### config.mk
export PLATFORM = sky130hd
export DESIGN_NAME = tmds_word_align_ctrl
export DESIGN_NICKNAME = d
export VERILOG_FILES = /design/src/rtl/tmds_align_pkg.sv /design/src/rtl/tmds_word_align_ctrl.sv
export SDC_FILE = /design/constraint.sdc
export NUM_CORES = 1
export LEC_CHECK = 0
export ABC_AREA = 1
export CAP_MARGIN = 20
export CORE_MARGIN = 4
export CORE_UTILIZATION = 40
export CTS_CLUSTER_DIAMETER = 150
export DETAILED_ROUTE_END_ITERATION = 8
export PLACE_DENSITY = 0.55
export SYNTH_ARGS = -nofsm -noshare
export SYNTH_HDL_FRONTEND = slang
export SYNTH_SLANG_ARGS = --single-unit
export TNS_END_PERCENT = 10
### constraint.sdc
create_clock -name clk -period 1.8 [get_ports clk]
set_input_delay 0.54 -clock clk [delete_from_list [all_inputs] [get_ports clk]]
set_output_delay 0.54 -clock clk [all_outputs]
set_load 0.05 [all_outputs]
### src/rtl/tmds_align_pkg.sv
// Shared TMDS word-alignment definitions.
// Control tokens, alignment FSM states and slip modulus.
package tmds_align_pkg;

  localparam logic [9:0] CTRL_TOK0 = 10'h354;
  localparam logic [9:0] CTRL_TOK1 = 10'h0AB;
  localparam logic [9:0] CTRL_TOK2 = 10'h154;
  localparam logic [9:0] CTRL_TOK3 = 10'h2AB;

  localparam int unsigned SLIP_MOD = 10;

  typedef enum logic [1:0] {
    SEARCH,
    SLIP,
    SETTLE,
    LOCKED
  } align_state_t;

  function automatic logic is_ctrl_tok(input logic [9:0] w);
    return (w == CTRL_TOK0) || (w == CTRL_TOK1) ||
           (w == CTRL_TOK2) || (w == CTRL_TOK3);
  endfunction

endpackage

### src/rtl/tmds_word_align_ctrl.sv
// Per-channel TMDS word-alignment control loop.
// Hunts control-token runs, drives bitslip, tracks lock.
module tmds_word_align_ctrl
  import tmds_align_pkg::*;
#(
  parameter int WIN_CYCLES    = 4096,
  parameter int TOKEN_RUN     = 16,
  parameter int SETTLE_CYCLES = 8,
  parameter int LOSS_WINS     = 4
) (
  input  logic       clk,
  input  logic       rst,
  input  logic [9:0] data_in,
  output logic       bitslip,
  output logic       locked,
  output logic [3:0] slip_cnt,
  output logic       align_fail
);

  localparam int WW = $clog2(WIN_CYCLES);
  localparam int RW = $clog2(TOKEN_RUN + 1);
  localparam int MW = $clog2(LOSS_WINS + 1);
  localparam int SW = $clog2(SETTLE_CYCLES);

  localparam logic [WW-1:0] WIN_LAST  = WW'(WIN_CYCLES - 1);
  localparam logic [RW-1:0] RUN_FULL  = RW'(TOKEN_RUN);
  localparam logic [MW-1:0] MISS_FULL = MW'(LOSS_WINS);
  localparam logic [SW-1:0] SET_LAST  = SW'(SETTLE_CYCLES - 1);
  localparam logic [3:0]    SLIP_LAST = 4'(SLIP_MOD - 1);

  // The aligner needs 4 cycles before a slip shows on data_in.
  if (SETTLE_CYCLES < 4) begin : g_bad_settle
    $error("SETTLE_CYCLES must be at least 4");
  end
  if (WIN_CYCLES < 2) begin : g_bad_win
    $error("WIN_CYCLES must be at least 2");
  end
  if (TOKEN_RUN < 1 || LOSS_WINS < 1) begin : g_bad_run
    $error("TOKEN_RUN and LOSS_WINS must be positive");
  end

  align_state_t  state_q, state_d;
  logic [WW-1:0] win_q, win_d;
  logic [RW-1:0] run_q, run_d;
  logic [MW-1:0] miss_q, miss_d;
  logic [SW-1:0] set_q, set_d;
  logic [3:0]    slip_q, slip_d;
  logic          bs_q, bs_d;
  logic          lock_q, lock_d;
  logic          fail_q, fail_d;

  logic          tok;
  logic [RW-1:0] run_step;
  logic          run_hit;
  logic          win_end;
  logic [WW-1:0] win_step;
  logic [MW-1:0] miss_inc;

  always_comb begin
    tok      = is_ctrl_tok(data_in);
    run_step = '0;
    if (tok) begin
      run_step = (run_q == RUN_FULL) ? run_q : run_q + 1'b1;
    end
    run_hit  = (run_step == RUN_FULL);
    win_end  = (win_q == WIN_LAST);
    win_step = win_end ? '0 : win_q + 1'b1;
    miss_inc = miss_q + 1'b1;
  end

  always_comb begin
    state_d = state_q;
    win_d   = win_q;
    run_d   = run_q;
    miss_d  = miss_q;
    set_d   = set_q;
    slip_d  = slip_q;
    bs_d    = 1'b0;
    lock_d  = lock_q;
    fail_d  = 1'b0;
    unique case (state_q)
      SEARCH: begin
        run_d = run_step;
        win_d = win_step;
        if (run_hit) begin
          state_d = LOCKED;
          lock_d  = 1'b1;
          win_d   = '0;
          miss_d  = '0;
        end else if (win_end) begin
          state_d = SLIP;
          bs_d    = 1'b1;
          run_d   = '0;
          win_d   = '0;
          slip_d  = (slip_q == SLIP_LAST) ? '0 : slip_q + 1'b1;
          fail_d  = (slip_q == SLIP_LAST);
        end
      end
      SLIP: begin
        state_d = SETTLE;
        run_d   = '0;
        set_d   = '0;
      end
      SETTLE: begin
        run_d = '0;
        if (set_q == SET_LAST) begin
          state_d = SEARCH;
          win_d   = '0;
        end else begin
          set_d = set_q + 1'b1;
        end
      end
      LOCKED: begin
        run_d = run_step;
        win_d = win_step;
        if (run_hit) begin
          win_d  = '0;
          miss_d = '0;
        end else if (win_end) begin
          if (miss_inc == MISS_FULL) begin
            state_d = SEARCH;
            lock_d  = 1'b0;
            miss_d  = '0;
          end else begin
            miss_d = miss_inc;
          end
        end
      end
      default: state_d = SEARCH;
    endcase
  end

  always_ff @(posedge clk or posedge rst) begin
    if (rst) begin
      state_q <= SEARCH;
      win_q   <= '0;
      run_q   <= '0;
      miss_q  <= '0;
      set_q   <= '0;
      slip_q  <= '0;
      bs_q    <= 1'b0;
      lock_q  <= 1'b0;
      fail_q  <= 1'b0;
    end else begin
      state_q <= state_d;
      win_q   <= win_d;
      run_q   <= run_d;
      miss_q  <= miss_d;
      set_q   <= set_d;
      slip_q  <= slip_d;
      bs_q    <= bs_d;
      lock_q  <= lock_d;
      fail_q  <= fail_d;
    end
  end

  assign bitslip    = bs_q;
  assign locked     = lock_q;
  assign slip_cnt   = slip_q;
  assign align_fail = fail_q;

endmodule
==> impl_results.rst, run 1 <==
.. list-table::
   :header-rows: 1

   * - Metric
     - Value
   * - Antenna violations before repair
     - 0
   * - Number of buffer cells added on primary ports
     - 17
   * - Flop and latch count out of synthesis
     - 32
   * - Endpoint type of the worst setup path
     - flip-flop
   * - Vias
     - 1799
   * - Average via count per standard cell
     - 4.70
   * - Dominant synthesized flop cell
     - sky130_fd_sc_hd__dfrtp_1
   * - Most repeated cell in the gate-level netlist after synthesis
     - sky130_fd_sc_hd__nand2_1
   * - Clock tree from TritonCTS
     - yes
   * - Number of inserted filler cells in the final layout
     - 491
   * - Setup TNS Final
     - 0 ns
   * - GR Overflow Total
     - 0
   * - Worst endpoint data arrival time
     - 1.97 ns
   * - Area enclosed by the die boundary
     - 6540 sq um
   * - Worst-skew pair later-pin latency
     - approximately 0.28 ns
   * - Final weighted congestion in routability-driven placement
     - 0.771
   * - Number of warning messages in the yosys log
     - 0
   * - Power density of the placed cells
     - 960 nW/um^2
   * - Biggest cell delay along the critical path
     - 0.41 ns
   * - Wire length on met2
     - 2080 microns
   * - Total detailed-routing wirelength
     - about 4300 microns
   * - Worst slew pin tran
     - 0.338 ns
   * - Hold_sp
     - set_q[0]$_DFFE_PP0P_
   * - Final clock skew
     - 0.00629 ns
   * - Endpoint of the worst-slack reg-to-reg timing path
     - state_q[1]$_DFFE_PP0P_
   * - Fraction of layout cells with a size suffix above 1
     - 0.316
   * - Cell type with the largest total area after synthesis
     - sky130_fd_sc_hd__dfrtp_1
   * - Global-route usage over all layers
     - 0.143
   * - Gate count after technology mapping
     - 270
   * - Hold Path End
     - set_q[0]$_DFFE_PP0P_
   * - Combined buffer and inverter count along the critical path
     - 2
   * - Die Span X
     - roughly 81 microns
   * - TritonCTS buffer count
     - 5
   * - Routed length on met1
     - 1960 microns
   * - Routed length per placed instance
     - 11.2 microns
   * - Async S/R FF share, synth
     - 1.00
   * - CP max-delay cell
     - sky130_fd_sc_hd__clkdlybuf4s50_1
   * - Highest routed layer
     - met4
   * - Element type at the critical path start
     - input pin
   * - Netlist Area Pre-Place
     - between 2000 and 2500 sq um
   * - Worst slew margin relative to its limit
     - 0.773
   * - Post-synthesis sequential area ratio
     - 0.377
   * - Post-DRT Antenna Nets
     - 0
   * - Worst R2R Start
     - run_q[0]$_DFF_PP0_
   * - Antenna cells
     - 0
   * - Clock tree root buffer cell
     - sky130_fd_sc_hd__clkbuf_8
   * - Critical path, cell by cell
     - clkdlybuf4s50_1 -> inv_2 -> nand2_1 -> nor2_1 -> nand3_2 -> nand2_4 -> nand3_4 -> nand3_4 -> nand3_1 -> nand2_1 -> nand2_1
   * - Vias in the first global route
     - 1680
   * - Die height
     - 80.9 microns
   * - Worst Setup Path Type
     - input pin to flip-flop
   * - Max frequency
     - approximately 0.56 GHz
   * - Crit path max-delay family
     - simple AND/OR/NAND/NOR gates
   * - Top cells by area, synth
     - sky130_fd_sc_hd__dfrtp_1 38%, sky130_fd_sc_hd__nand2_1 12%, sky130_fd_sc_hd__inv_1 6.9%
   * - CTS Hold Bufs
     - 0
   * - Outcome
     - completed
   * - Final standard cell area without fillers
     - between 2000 and 3000 sq um
   * - Total number of nets in the final design
     - 336
   * - Post-DP Area
     - 2550 sq um
   * - Leakage component of the power
     - 1.35 nW
   * - Area grow syn2layout
     - 32.5%
   * - Largest net degree at the start of global routing
     - 33
   * - Count of TritonRoute iterations in the first routing pass
     - 4
   * - I/O pins
     - 19
   * - Final Max Tran Viols
     - 0
   * - Final cell count without fillers
     - 383
   * - Cell variety after synth
     - 34
   * - Critical path peak fanout
     - 7
   * - Utilization after layout
     - 0.548
   * - Time the worst path needs with I/O delays and setup
     - 1.79 ns
   * - Detailed-routed wire length on met3
     - 200 microns
   * - Initial DRC count
     - 60
   * - RSZ-0062 raised after global routing
     - true
   * - Maximum count of clock buffers along a single path
     - 2
   * - Count of maximum capacitance violations
     - 0
   * - Post-synth top area share
     - 0.377
   * - Total of endpoints with negative setup slack in the final report
     - 0
   * - Class of the tightest hold or removal check
     - flip-flop to flip-flop
   * - Cell occurring most often along the worst timing path
     - sky130_fd_sc_hd__nand2_1
   * - Worst vdd ir
     - 0.000567 V
   * - Cell count of the worst reg-to-reg path
     - 12
   * - Number of nets in the synthesized netlist
     - 293
   * - Hold Violations, Final
     - 0
   * - Clock sinks
     - 32
   * - Inst Count DP
     - 372
   * - Commonest cells in the synthesized netlist
     - 69 x sky130_fd_sc_hd__nand2_1, 39 x sky130_fd_sc_hd__inv_1, 32 x sky130_fd_sc_hd__dfrtp_1
   * - Area of the core
     - roughly 5000 sq um
   * - HPWL after detailed placement
     - about 3200 microns
   * - Required time of the worst setup path
     - 1.98 ns
   * - Clock-pin transition on the worst setup and hold timing paths
     - 0.07 ns
   * - # DRC
     - 0
   * - EDFF count, synth
     - 0
   * - Htree depth
     - 2
   * - Hold Path Stages
     - 1
   * - Initial standard-cell utilization of the core
     - 0.414
   * - Flop2flop setup slack
     - around 0.060 ns
   * - Wire length of the first global-routing pass
     - 7320 microns
   * - Portion of the clock cycle consumed by the worst path in the final layout
     - 0.995
   * - Standard-cell row count
     - 26
   * - Avg Synthesized Cell Area
     - 7.87 sq um
[report_power, final]
group / internal (mW) / total (mW) / switching, mW
Sequential: 0.845 / 0.961 / 0.116
Clock: 0.262 / 0.536 / 0.274
Combinational: 0.502 / 1.21 / 0.705
Total: 1.61 / 2.70 / 1.09
[area by class of cell]
type	instances	area, sq um	area share
well taps	70	87.6	0.0311
clock buffers	5	68.8	0.0244
repair buffers	39	412	0.146
flip-flops and latches	32	801	0.284
multi-input cells	192	1270	0.452
clock inverters	2	12.5	0.00444
inverters	43	163	0.0578
[routing by layer]
metal | GRT usage | vias to the layer above
met5 | 0 | -
li1 | - | 941
met1 | 0.182 | 825
met4 | 0.0355 | 0
met3 | 0.0355 | 4
met2 | 0.241 | 29
[stage by stage]
stage          total power [mW]  setup WS [ns]  hold slack, ns
6_report                   2.70        0.00891           0.480
5_1_grt                    2.89         -0.107           0.525
4_1_cts                    2.60        0.00658           0.483
3_5_place_dp               2.05         -0.400           0.473
3_3_place_gp               2.02         -0.422           0.467
2_1_floorplan              1.72          0.144           0.450
[layout by cell type, fill, tap and decap left out, types with 5 or more instances in the layout]
master,n
sky130_fd_sc_hd__nor2_2,5
sky130_fd_sc_hd__nand2_2,14
sky130_fd_sc_hd__inv_1,34
sky130_fd_sc_hd__nand4_1,10
sky130_fd_sc_hd__dlymetal6s2s_1,6
sky130_fd_sc_hd__clkbuf_8,5
sky130_fd_sc_hd__nand2_1,63
sky130_fd_sc_hd__nor2_1,19
sky130_fd_sc_hd__nand3_1,12
sky130_fd_sc_hd__buf_12,6
sky130_fd_sc_hd__buf_4,22
sky130_fd_sc_hd__dfrtp_1,32
sky130_fd_sc_hd__xor2_1,9
sky130_fd_sc_hd__o21ai_0,5
sky130_fd_sc_hd__ha_1,8
sky130_fd_sc_hd__o21ai_2,11
sky130_fd_sc_hd__inv_2,7
[kinds of logic after synthesis]
logic type / synth area share
AO/OA/AOI/OAI: 0.0865
XOR/XNOR: 0.0453
adder cells (fa/ha/maj): 0.0647
buffers and inverters: 0.0871
flip-flops: 0.377
AND/OR/NAND/NOR: 0.340
[worst max path at each step]
stage / startpoint / end / slack [ns] / cells after the start
3_5_place_dp: data_in[5] / win_q[10]$_DFFE_PP0P_ / -0.40 / 8
6_report: data_in[2] / state_q[1]$_DFFE_PP0P_ / 0.009 / 11
2_1_floorplan: state_q[0]$_DFFE_PP0P_ / win_q[0]$_DFFE_PP0P_ / 0.14 / 9
5_1_grt: data_in[2] / slip_cnt[0]$_DFFE_PP0P_ / -0.11 / 10
4_1_cts: data_in[4] / win_q[5]$_DFFE_PP0P_ / 0.007 / 10
3_3_place_gp: data_in[7] / win_q[8]$_DFFE_PP0P_ / -0.42 / 8
[flip-flops by register name, summed over array words and instances, names as in the netlist]
| register | cells |
|---|---|
| set_q | 3 |
| slip_cnt | 4 |
| win_q | 12 |
| run_q | 5 |
| align_fail | 1 |
| locked | 1 |
| miss_q | 3 |
| bitslip | 1 |
| state_q | 2 |
[repair_timing]
action / 4_1_cts / 5_1_grt
buffers inserted: 0 / 4
resized for setup: 4 / 36
endpoints found under the setup margin: 27 / 27
pin swaps: 2 / 14
No activity file was read; power rests on OpenSTA's default activity.
==> inputs of run 2 (changes only) <==
--- a/config.mk
+++ b/config.mk
@@ -9,7 +9,7 @@
 export CAP_MARGIN = 20
 export CORE_MARGIN = 4
 export CORE_UTILIZATION = 40
-export CTS_CLUSTER_DIAMETER = 150
+export CTS_CLUSTER_DIAMETER = 60
 export DETAILED_ROUTE_END_ITERATION = 8
 export PLACE_DENSITY = 0.55
 export SYNTH_ARGS = -nofsm -noshare
==> results of run 2 <==
The final DEF is identical to that of run 1; final timing and power are the same.
